`config.mk`:
```
export PLATFORM = sky130hd
export DESIGN_NAME = alu_exec_seq
export DESIGN_NICKNAME = d
export VERILOG_FILES = /design/src/rtl/alu_exec_seq.sv
export SDC_FILE = /design/constraint.sdc
export NUM_CORES = 1
export LEC_CHECK = 0
export BUFFER_PORTS_ARGS = -buffer_cell sky130_fd_sc_hd__clkbuf_2
export CORE_MARGIN = 5
export CORE_UTILIZATION = 36
export CTS_CLUSTER_SIZE = 28
export DETAILED_ROUTE_END_ITERATION = 6
export PLACE_DENSITY = 0.53
export SYNTH_ARGS = -nofsm -noshare
export SYNTH_HDL_FRONTEND = slang
export SYNTH_SLANG_ARGS = --single-unit
```
`constraint.sdc`:
```
create_clock -name clk -period 4.9 [get_ports clk]
set_input_delay 0.49 -clock clk [delete_from_list [all_inputs] [get_ports clk]]
set_output_delay 0.49 -clock clk [all_outputs]
set_load 0.01 [all_outputs]
```
`src/rtl/alu_exec_seq.sv`:
```
// alu_exec_seq: execute-stage sequencer for the 8-bit PB-V datapath.
//   Accepts one ALU op per in_valid/in_ready handshake. ADD/SUB/MUL/compare
//   complete in one cycle; DIV/MOD run on an internal restoring divider.
//   The result is held on out_valid/out_ready until writeback consumes it.
// Ports:
//   clk, clrn (async active-low)  clock and reset (also resets the divider)
//   in_valid, in_ready, op, a, b  operation input handshake
//   out_valid, out_ready          result output handshake
//   result, rem, flag, err        result payload
//   busy                          divider sequence in progress

// div_restoring: 32/16 restoring divider, one quotient bit per cycle.
//   start loads operands and clears ready; 32 iterations follow, then
//   ready rises and q/r hold until the next start. Only the low OW bits
//   of quotient and remainder are exported.
module div_restoring #(
    parameter int OW = 16
) (
    input  logic          clk,
    input  logic          clrn,
    input  logic          start,
    input  logic [31:0]   a,
    input  logic [15:0]   b,
    output logic [OW-1:0] q,
    output logic [OW-1:0] r,
    output logic          ready
);
    logic [31:0] qr;
    logic [15:0] rr, bd;
    logic [4:0]  cnt;
    logic        act;
    logic [16:0] sh, tr;

    // Shift the next dividend bit into the partial remainder and trial-subtract;
    // a borrow (tr[16]) means restore, i.e. keep the shifted value.
    assign sh = {rr, qr[31]};
    assign tr = sh - {1'b0, bd};

    always_ff @(posedge clk or negedge clrn) begin
        if (!clrn) begin
            qr    <= '0;
            rr    <= '0;
            bd    <= '0;
            cnt   <= '0;
            act   <= 1'b0;
            ready <= 1'b0;
        end else if (start) begin
            qr    <= a;
            rr    <= '0;
            bd    <= b;
            cnt   <= '0;
            act   <= 1'b1;
            ready <= 1'b0;
        end else if (act) begin
            qr  <= {qr[30:0], ~tr[16]};
            rr  <= tr[16] ? sh[15:0] : tr[15:0];
            cnt <= cnt + 5'd1;
            if (cnt == 5'd31) begin
                act   <= 1'b0;
                ready <= 1'b1;
            end
        end
    end

    assign q = qr[OW-1:0];
    assign r = rr[OW-1:0];
endmodule

module alu_exec_seq #(
    parameter int WDOG = 40
) (
    input  logic       clk,
    input  logic       clrn,
    input  logic       in_valid,
    output logic       in_ready,
    input  logic [5:0] op,
    input  logic [7:0] a,
    input  logic [7:0] b,
    output logic       out_valid,
    input  logic       out_ready,
    output logic [7:0] result,
    output logic [7:0] rem,
    output logic       flag,
    output logic       err,
    output logic       busy
);
    localparam logic [5:0] OP_ADD = 6'd0;
    localparam logic [5:0] OP_SUB = 6'd1;
    localparam logic [5:0] OP_MUL = 6'd2;
    localparam logic [5:0] OP_DIV = 6'd3;
    localparam logic [5:0] OP_LT  = 6'd4;
    localparam logic [5:0] OP_EQ  = 6'd5;
    localparam logic [5:0] OP_GT  = 6'd6;
    localparam logic [5:0] OP_MOD = 6'd7;
    localparam logic [5:0] WD     = 6'(WDOG);

    typedef enum logic [1:0] {IDLE, DIV_START, DIV_WAIT, HOLD} state_t;

    state_t     state;
    logic [5:0] op_r;
    logic [7:0] a_r, b_r;
    logic [5:0] wd;
    logic [7:0] dif, c_res, c_rem, div_q, div_r;
    logic       c_flag, c_err, is_div, div_start, div_ready;

    assign in_ready  = (state == IDLE);
    assign out_valid = (state == HOLD);
    assign busy      = (state == DIV_START) || (state == DIV_WAIT);
    assign div_start = (state == DIV_START);
    assign dif       = a - b;
    assign is_div    = ((op == OP_DIV) || (op == OP_MOD)) && (b != 8'd0);

    // Single-cycle result, also covering divide-by-zero; only used when the
    // op is not a real divide.
    always_comb begin
        c_res  = '0;
        c_rem  = '0;
        c_flag = 1'b0;
        c_err  = 1'b0;
        case (op)
            OP_ADD: c_res = a + b;
            OP_SUB: c_res = dif;
            OP_MUL: c_res = a * b;
            OP_DIV: begin
                c_res  = 8'hFF;
                c_rem  = a;
                c_flag = 1'b1;
            end
            OP_MOD: begin
                c_res  = a;
                c_rem  = a;
                c_flag = 1'b1;
            end
            // Compares ignore subtraction overflow, matching existing semantics.
            OP_LT: begin
                c_flag = dif[7];
                c_res  = {7'b0, dif[7]};
            end
            OP_EQ: begin
                c_flag = (a == b);
                c_res  = {7'b0, a == b};
            end
            OP_GT: begin
                c_flag = (dif != 8'd0) && !dif[7];
                c_res  = {7'b0, (dif != 8'd0) && !dif[7]};
            end
            default: c_err = 1'b1;
        endcase
    end

    div_restoring #(.OW(8)) u_div (
        .clk   (clk),
        .clrn  (clrn),
        .start (div_start),
        .a     ({24'b0, a_r}),
        .b     ({8'b0, b_r}),
        .q     (div_q),
        .r     (div_r),
        .ready (div_ready)
    );

    always_ff @(posedge clk or negedge clrn) begin
        if (!clrn) begin
            state  <= IDLE;
            op_r   <= '0;
            a_r    <= '0;
            b_r    <= '0;
            wd     <= '0;
            result <= '0;
            rem    <= '0;
            flag   <= 1'b0;
            err    <= 1'b0;
        end else begin
            case (state)
                IDLE: if (in_valid) begin
                    op_r <= op;
                    a_r  <= a;
                    b_r  <= b;
                    if (is_div) begin
                        state <= DIV_START;
                    end else begin
                        state  <= HOLD;
                        result <= c_res;
                        rem    <= c_rem;
                        flag   <= c_flag;
                        err    <= c_err;
                    end
                end
                DIV_START: begin
                    state <= DIV_WAIT;
                    wd    <= '0;
                end
                // ready is only trusted here: start has already cleared any
                // stale ready left over from a previous divide.
                DIV_WAIT: if (div_ready) begin
                    state  <= HOLD;
                    result <= (op_r == OP_MOD) ? div_r : div_q;
                    rem    <= div_r;
                    flag   <= 1'b0;
                    err    <= 1'b0;
                end else if (wd == WD) begin
                    state  <= HOLD;
                    result <= '0;
                    rem    <= '0;
                    flag   <= 1'b0;
                    err    <= 1'b1;
                end else begin
                    wd <= wd + 6'd1;
                end
                HOLD: if (out_ready) state <= IDLE;
                default: state <= IDLE;
            endcase
        end
    end
endmodule
```
==> flow_summary.ini, run 1 <==
[clock_tree]
clock_tree.root_cell = clkbuf_16
cts_buffers = 9
post_cts.resized_instances = 0
clk_sinks = 111
cts.repair_timing.setup_buffer_count = 0
clk_transition_reported_paths_ns = 0.08
clk-insertion-delay-late_ns = 0.36
clk_path_buf_depth = 2
htreeDepth = 3
cts_hold_repair.buffers = 0
cts_tree = done

[global_route]
grt_usage_pct = 15.9
maximum_number_of_pins_on_one_net_before_global_route_repair = 73
antenna_violations_before_repair = 0
grt_first_pass_wirelength_um = 30100
total_overflow_reported_by_the_global_router = 0
grt_pass1_vias = 5439

[detailed_routing]
wl_per_cell_um = 16.6
dr.pass1.iters = 4
drt_drc_violations_left = 0
drtAntennaViolNets = 0
initialDrtViolationCount = 344
topRoutingLayerUsed = met4
postRouteWirelength_um = 18100
wirelength_met1_um = 8960
met3RoutedLength_um = 758
wl_met2_um = 8210
vias_cell = 5.06
vias = 5525

[synthesis]
post_synth_num_cell_types = 69
mappedNetlistNets = 878
ys_top_cells_by_area = dfrtp_1, ha_1, mux2i_1, nor2_1, fa_1
synth_seq_cells = 111
synth_async_sr_flop_share_pct = 100
synth.yosys.seq_area_share_pct = 37.9
synth_top_area_share_pct = 37.9
netlist_instances = 791
synth_edf_count = 0
synth-warning-count = 0
synthDominantAreaCellType = dfrtp_1
yosys_most_used_dff = dfrtp_1
syn-cell-area_um2 = 7320
post_synth.cell_area_avg_um2 = 9.26

[finish]
n_antenna_cell = 0
final_layout_size_suffix_gt1_share_pct = 12.2
synthToLayoutAreaGrowth_pct = 10.2
final_nets = 904

[worst_setup_path]
largest_stage_delay_worst_path_ns = 0.53
critical_path.slowest_cell = fa_1
timing.critical_path.max_delay_family = adder cells
criticalPathCategory = primary input to flip-flop
critical_path.max_fanout = 9
worstReg2RegEnd = result[7]
startpoint_type = primary input
critical_path.n_buffers_inverters = 5
ff2ff_path_depth = 7
end_kind = flip-flop
timing.critical_path.required_ns = 5.13
r2r-start = op_r[3]
worst_ep_arrival_time_ns = 4.46
worst-r2r-setup-slack_ns = 2.06
path_cells = clkbuf_2 -> ha_1 -> inv_1 -> fa_1 -> inv_1 -> ha_1 -> fa_1 -> inv_1 -> fa_1 -> inv_1 -> ha_1 -> a21oi_1 -> xnor3_1 -> xnor3_1 -> and3_1 -> o22ai_1 -> o41ai_2
worst_path_most_repeated_cell = inv_1

[floorplanning]
chipHeight_um = 153
die_area_um2 = 23300
placement_rows = 52
start_util_pct = 36.4
die_w_um = 153
ios = 47
fp.coreArea_um2 = 20100

[timing]
timing.final.setup_violations = 0
timing.final.hold_violations = 0
final_total_negative_setup_slack_ns = 0
rsz0062_at_grt = false
number_of_pins_exceeding_their_max_slew_limit_in_the_final_report = 0
timing.fmax_mhz = 237
worst_slew_margin_rel_pct = 26.5
worst_clock_skew_ns = 0.0123
worst_slew_pin_slew_ns = 1.10
shortest_clock_period_the_worst_path_allows_after_layout_ns = 4.23
post-route-period-util_pct = 86.3

[power]
total_switching_power_mw = 1.84
internal_power_mw = 2.55
totalPowerFinal_mw = 4.39
power.density_nw_per_um2 = 544
sequential_power_share_pct = 35.1
share_clk_of_total_power_pct = 16.3
netSwitchingFraction_pct = 41.8
combinationalPowerShare_pct = 48.7
power_leakage_nw = 3.95
peakVddDrop_uv = 200

[job]
drv_cap = 0

[placement]
gp_congestion = 0.905
buffer_ports.inserted = 46
post-dp-hpwl_um = 13600

[run_status]
outcome = finished, final reports clean

[min_path]
timing.hold.worst.class = primary input to asynchronous set/reset pin
-- how the worst max path moves through the flow --
| stage | from | endpoint | depth (start not counted) |
|---|---|---|---|
| 4_1_cts | a[3] | result[7] | 17 |
| 3_3_place_gp | a[3] | result[7] | 17 |
| 6_report | a[3] | result[7] | 17 |
| 2_1_floorplan | a[1] | result[7] | 16 |
| 5_1_grt | a[3] | result[7] | 17 |
| 3_5_place_dp | a[3] | result[7] | 17 |
-- power by group through the flow --
stage / combinational, mW / sequential, mW / clock, mW
4_1_cts: 2.17 / 1.55 / 0.739
5_1_grt: 2.44 / 1.59 / 0.779
6_report: 2.14 / 1.54 / 0.714
3_3_place_gp: 2.14 / 1.56 / 0
3_5_place_dp: 2.16 / 1.56 / 0
2_1_floorplan: 1.65 / 1.50 / 0
-- layout make-up --
class | instances | area, um2
multi-input combinational | 580 | 4160
clock buffer | 10 | 229
tap | 270 | 338
inverter | 62 | 233
sequential | 111 | 2780
fill | 2039 | 12000
timing repair buffer | 53 | 285
clock inverter | 6 | 55.1
-- per-layer routing --
layer / vias to the layer above / global-route usage [%]
li1: 2779 / -
met1: 2648 / 23.4
met2: 83 / 25.0
met3: 15 / 2.41
met4: 0 / 3.22
met5: - / 0
-- layout by cell type (no fill, tap or decap), types with 15 or more instances in the layout --
cell type,count
fa_1,15
nor2_1,92
mux2i_1,50
xnor2_1,32
nor3_1,20
dfrtp_1,110
ha_1,45
a21oi_1,41
o21ai_0,56
clkbuf_2,45
inv_1,61
nand2_1,71
-- cells in the mapped netlist, types with 2 or more instances --
master / count
a211oi_1: 14
a21boi_0: 2
a21o_1: 5
a21oi_1: 41
a22o_1: 2
a22oi_1: 8
a311oi_1: 4
a31oi_1: 2
and2_1: 11
and3_1: 5
buf_1: 4
buf_2: 6
clkbuf_1: 26
dfrtp_1: 111
fa_1: 15
ha_1: 46
inv_1: 61
mux2_2: 14
mux2i_1: 50
nand2_1: 71
nand2b_1: 5
nand3_1: 7
nand4_1: 3
nor2_1: 92
nor2b_1: 4
nor3_1: 20
nor4_1: 3
o211ai_1: 3
o21a_1: 6
o21ai_0: 56
o21ai_1: 3
o221ai_1: 2
o22ai_1: 7
o31ai_1: 3
or2_2: 2
or3_1: 6
or4_4: 2
xnor2_1: 32
xnor3_1: 2
xor2_1: 6
-- stage by stage --
step / setup slack (ns) / util [%] / hold slack, ns / std cells / area (um2)
finish: 0.673 / 40.2 / 0.263 / 1092 / 8070
global placement: 0.358 / 38.7 / 0.460 / 1076 / 7790
floorplan: 0.492 / - / 0.194 / 791 / 7320
detailed placement: 0.299 / 38.7 / 0.468 / 1076 / 7790
CTS: 0.670 / 40.2 / 0.304 / 1092 / 8070
global route: 0.470 / 40.2 / 0.342 / 1092 / 8070
-- logic make-up after synthesis --
family | share of synthesized area, %
buffers and inverters | 5.38
AO/OA/AOI/OAI | 15.1
XOR/XNOR | 5.38
multiplexers | 8.99
adder cells (fa/ha/maj) | 12.0
flip-flops | 37.9
AND/OR/NAND/NOR | 15.2
-- state kept, by name, indices dropped and copies added (netlist names) --
name         count
b_r              8
u_div.qr        32
u_div.act        1
a_r              8
op_r             6
u_div.rr        16
u_div.cnt        5
result           8
state            2
u_div.ready      1
rem              8
u_div.bd         8
err              1
flag             1
wd               6
No activity file was read; power rests on OpenSTA's default activity.
==> inputs of run 2 (changes only) <==
- clock period: 4.9 -> 4.63 ns (I/O delays scaled with it)
==> flow_summary.ini, run 2 (synthesis gave the netlist of run 1 again) <==
[power]
power_leakage_nw = 4.01
peakVddDrop_uv = 228
power.density_nw_per_um2 = 580
totalPowerFinal_mw = 4.74

[timing]
worst_slew_margin_rel_pct = 26.3
rsz0062_at_grt = false
worst_slew_pin_slew_ns = 1.10
hold_slack_ns = 0.159
timing.fmax_mhz = 241
final_total_negative_setup_slack_ns = 0
number_of_pins_exceeding_their_max_slew_limit_in_the_final_report = 0
worst_clock_skew_ns = 0.0117
timing.final.setup_violations = 0
timing.final.hold_violations = 0
post-route-period-util_pct = 89.5
shortest_clock_period_the_worst_path_allows_after_layout_ns = 4.14

[floorplanning]
die_area_um2 = 23300
start_util_pct = 36.4
placement_rows = 52
die_w_um = 153
ios = 47
chipHeight_um = 153
fp.coreArea_um2 = 20100

[clock_tree]
htreeDepth = 3
cts_hold_repair.buffers = 0
cts_tree = done
cts.repair_timing.setup_buffer_count = 0
clk_sinks = 111
clk_path_buf_depth = 2
clock_tree.root_cell = clkbuf_16
clk-insertion-delay-late_ns = 0.36
clk_transition_reported_paths_ns = 0.08
post_cts.resized_instances = 0
cts_buffers = 9

[job]
drv_cap = 0

[detailed_routing]
drt_drc_violations_left = 0
initialDrtViolationCount = 306
wl_per_cell_um = 16.6
vias_cell = 5.13
postRouteWirelength_um = 18300
vias = 5648
drtAntennaViolNets = 0
dr.pass1.iters = 5

[worst_setup_path]
end_kind = flip-flop
critical_path.max_fanout = 6
criticalPathCategory = primary input to flip-flop
startpoint_type = primary input
worst_ep_arrival_time_ns = 4.38
timing.critical_path.required_ns = 4.86

[finish]
max_flop_register = u_div.qr
max_ffs_per_register = 32
largest_registers_in_the_final_layout = u_div.qr x32, u_div.rr x16
layout.core_utilization_pct = 40.6
layout.cells.most_common = dfrtp_1
final_nets = 912
final_layout_size_suffix_gt1_share_pct = 13.0
n_antenna_cell = 0
design_area_um2 = 8160
synthToLayoutAreaGrowth_pct = 11.4
layout_common_cells = dfrtp_1, nor2_1, nand2_1

[min_path]
timing.hold.worst.class = primary input to asynchronous set/reset pin

[global_route]
grt_usage_pct = 16.0
grt_first_pass_wirelength_um = 30500
antenna_violations_before_repair = 0
total_overflow_reported_by_the_global_router = 0
grt_pass1_vias = 5585
maximum_number_of_pins_on_one_net_before_global_route_repair = 57

[placement]
gp_congestion = 0.888
detailed_place.area_um2 = 7850
post-dp-hpwl_um = 13700
buffer_ports.inserted = 46

[run_status]
outcome = finished, final reports clean
run 2: routing by layer:
layer,up-vias,wire [um],track usage [%]
met2,101,8190,24.4
met5,-,0,0
met1,2722,9060,23.3
met4,0,303,4.12
li1,2805,-,-
met3,20,765,3.35
run 2: final cells by class:
| class | count | area, um2 |
|---|---|---|
| clock buffer | 11 | 243 |
| tap | 270 | 338 |
| fill | 2053 | 11900 |
| sequential | 111 | 2780 |
| inverter | 62 | 233 |
| multi-input combinational | 580 | 4160 |
| timing repair buffer | 61 | 345 |
| clock inverter | 5 | 70.1 |
run 2: power by group:
part,switching (mW),internal [mW]
sequential,0.278,1.35
combinational,1.29,0.991
clock,0.380,0.447
run 2: worst max-delay path, stage by stage:
cell	delay, ns
clkbuf_2	0.14
ha_1	0.19
inv_1	0.09
fa_1	0.50
inv_1	0.04
ha_1	0.29
fa_1	0.54
inv_1	0.05
fa_1	0.53
inv_1	0.04
ha_1	0.31
a21oi_1	0.16
xnor3_1	0.23
xnor3_1	0.37
and3_1	0.19
o22ai_1	0.15
o41ai_2	0.10
run 2: stage by stage:
step | instances | worst slack [ns]
global route | 1100 | 0.278
floorplan | 791 | 0.249
CTS | 1100 | 0.471
global placement | 1084 | 0.147
detailed placement | 1084 | 0.117
finish | 1100 | 0.487
run 2: worst paths after layout:
kind,startpoint,end,slack [ns],cells after the start
worst max-delay path,b[3],result[7],0.49,17
worst min register to register,a_r[5],u_div.qr[5],0.47,2
max in group asynchronous,clrn,op_r[0],3.55,2
worst min-delay path,clrn,u_div.qr[27],0.16,1
min in group clk,op[4],op_r[4],0.37,2
worst max register to register,u_div.qr[31],u_div.rr[3],1.87,9
==> inputs of run 3 (changes only) <==
- clock period: 4.63 -> 4 ns (I/O delays scaled with it)
==> flow_summary.ini, run 3 (synthesis gave the netlist of run 1 again) <==
[finish]
layout_common_cells = dfrtp_1, nor2_1, nand2_1
synthToLayoutAreaGrowth_pct = 14.4
n_antenna_cell = 0
nFillCells = 2006
max_ffs_per_register = 32
largest_registers_in_the_final_layout = u_div.qr x32, u_div.rr x16
layout.cells.most_common = dfrtp_1
multiInputGateArea_um2 = 4210
layout.core_utilization_pct = 41.7
final_nets = 934
sequential_cell_area_um2 = 2780
final_layout_size_suffix_gt1_share_pct = 16.3
max_flop_register = u_div.qr

[global_route]
antenna_violations_before_repair = 0
grt_usage_pct = 15.8
grt_first_pass_wirelength_um = 30000
maximum_number_of_pins_on_one_net_before_global_route_repair = 71
total_overflow_reported_by_the_global_router = 0
grt_pass1_vias = 5719

[timing]
number_of_pins_exceeding_their_max_slew_limit_in_the_final_report = 0
worst_slew_pin_slew_ns = 1.09
worst_slew_margin_rel_pct = 27.0
shortest_clock_period_the_worst_path_allows_after_layout_ns = 3.77
timing.fmax_mhz = 265
post-route-period-util_pct = 94.2
rsz0062_at_grt = false
timing.final.hold_violations = 0
timing.final.setup_violations = 0
hold_slack_ns = 0.174
worst_clock_skew_ns = 0.0122

[power]
peakVddDrop_uv = 216
internal_power_mw = 3.27
total_switching_power_mw = 2.22
sequential_power_share_pct = 34.1
power_leakage_nw = 4.10
share_clk_of_total_power_pct = 16.9
power.density_nw_per_um2 = 656
combinationalPowerShare_pct = 49.0
netSwitchingFraction_pct = 40.4
totalPowerFinal_mw = 5.49

[floorplanning]
die_area_um2 = 23300
ios = 47
die_w_um = 153
placement_rows = 52
start_util_pct = 36.4
chipHeight_um = 153
fp.coreArea_um2 = 20100

[worst_setup_path]
startpoint_type = primary input
path_cells = clkbuf_2 -> buf_4 -> inv_1 -> nor2_1 -> ha_1 -> fa_1 -> ha_1 -> inv_1 -> fa_1 -> inv_1 -> fa_2 -> a21o_1 -> a21oi_2 -> xnor3_1 -> xnor3_1 -> and3_1 -> o22ai_1 -> o41ai_2
criticalPathCategory = primary input to flip-flop
largest_stage_delay_worst_path_ns = 0.53
crit_start = b[3]
r2r-start = u_div.rr[0]
timing.critical_path.required_ns = 4.23
worst_path_most_repeated_cell = inv_1
critical_path.slowest_cell = fa_1
worst_ep_arrival_time_ns = 4.00
end_kind = flip-flop
critical_path.max_fanout = 4

[placement]
post-dp-hpwl_um = 13700
buffer_ports.inserted = 46
gp_congestion = 0.887

[clock_tree]
cts.repair_timing.setup_buffer_count = 0
post_cts.resized_instances = 0
cts_tree = done
clk_transition_reported_paths_ns = 0.07
cts_buffers = 9
clk_path_buf_depth = 2
clk_sinks = 111
htreeDepth = 3
cts_hold_repair.buffers = 0
clk-insertion-delay-late_ns = 0.36
clock_tree.root_cell = clkbuf_16

[detailed_routing]
drtAntennaViolNets = 0
dr.pass1.iters = 5
drt_drc_violations_left = 0
postRouteWirelength_um = 17900
vias_cell = 5.05
wl_per_cell_um = 16.0
vias = 5670
initialDrtViolationCount = 310

[run_status]
outcome = finished, final reports clean

[job]
drv_cap = 0

[min_path]
timing.hold.worst.class = primary input to asynchronous set/reset pin
-- run 3: changes by cell type in the layout (fill, tap and decap cells not counted), sizes merged --
| cell | before | now |
|---|---|---|
| clkinvlp | 0 | 2 |
| buf | 16 | 38 |
| inv | 65 | 61 |
| clkbuf | 56 | 57 |
| clkinv | 1 | 2 |
-- run 3: final timing paths --
path | cells past startpoint | to | slack (ns)
max | 18 | result[7] | 0.23
min | 1 | u_div.qr[17] | 0.17
max reg2reg | 8 | u_div.rr[3] | 1.28
min reg2reg | 2 | u_div.qr[5] | 0.48
max in group asynchronous | 2 | u_div.bd[5] | 2.91
min in group clk | 2 | op_r[5] | 0.31
-- run 3: metrics by stage --
step / TNS (ns) / area [um2] / setup slack, ns / instances
after detailed placement: -0.311 / 8060 / -0.311 / 1106
after floorplan: 0 / 7380 / 0.00198 / 791
after global placement: -0.263 / 8060 / -0.263 / 1106
after global routing: 0 / 8380 / 0.0341 / 1122
final: 0 / 8380 / 0.231 / 1122
after CTS: 0 / 8370 / 0.0601 / 1122
-- run 3: layer usage --
| metal | share of wire (%) | global-route usage, % | wire (um) | vias to the layer above |
|---|---|---|---|---|
| met1 | 50 | 22.4 | 8890 | 2719 |
| met5 | 0 | 0 | 0 | - |
| li1 | - | - | - | 2828 |
| met2 | 46 | 25.2 | 8300 | 100 |
| met3 | 2.4 | 1.87 | 422 | 23 |
| met4 | 1.8 | 5.26 | 329 | 0 |
-- run 3: power groups by stage --
stage                     Clock (mW)  Combinational, mW  Sequential (mW)
final                          0.927               2.69             1.88
after global routing            1.00               3.08             1.94
after CTS                      0.963               2.74             1.88
after detailed placement           0               2.72             1.91
after global placement             0               2.70             1.90
after floorplan                    0               2.05             1.84
-- run 3: layout make-up --
cell class,instances,area share (%)
multi-input cells,580,50.2
inverters,62,2.78
clock buffers,12,3.06
repair buffers,83,6.09
clock inverters,4,0.642
flip-flops and latches,111,33.2
well taps,270,4.03
-- run 3: critical path, delay by kind of cell --
kind / cells / cell delay, ns
AOI/OAI and AO/OA: 4 / 0.62
xor gates and xnor gates: 2 / 0.45
adders and majority gates: 5 / 1.85
buffers and inverters: 5 / 0.44
and+or+nand+nor: 2 / 0.23
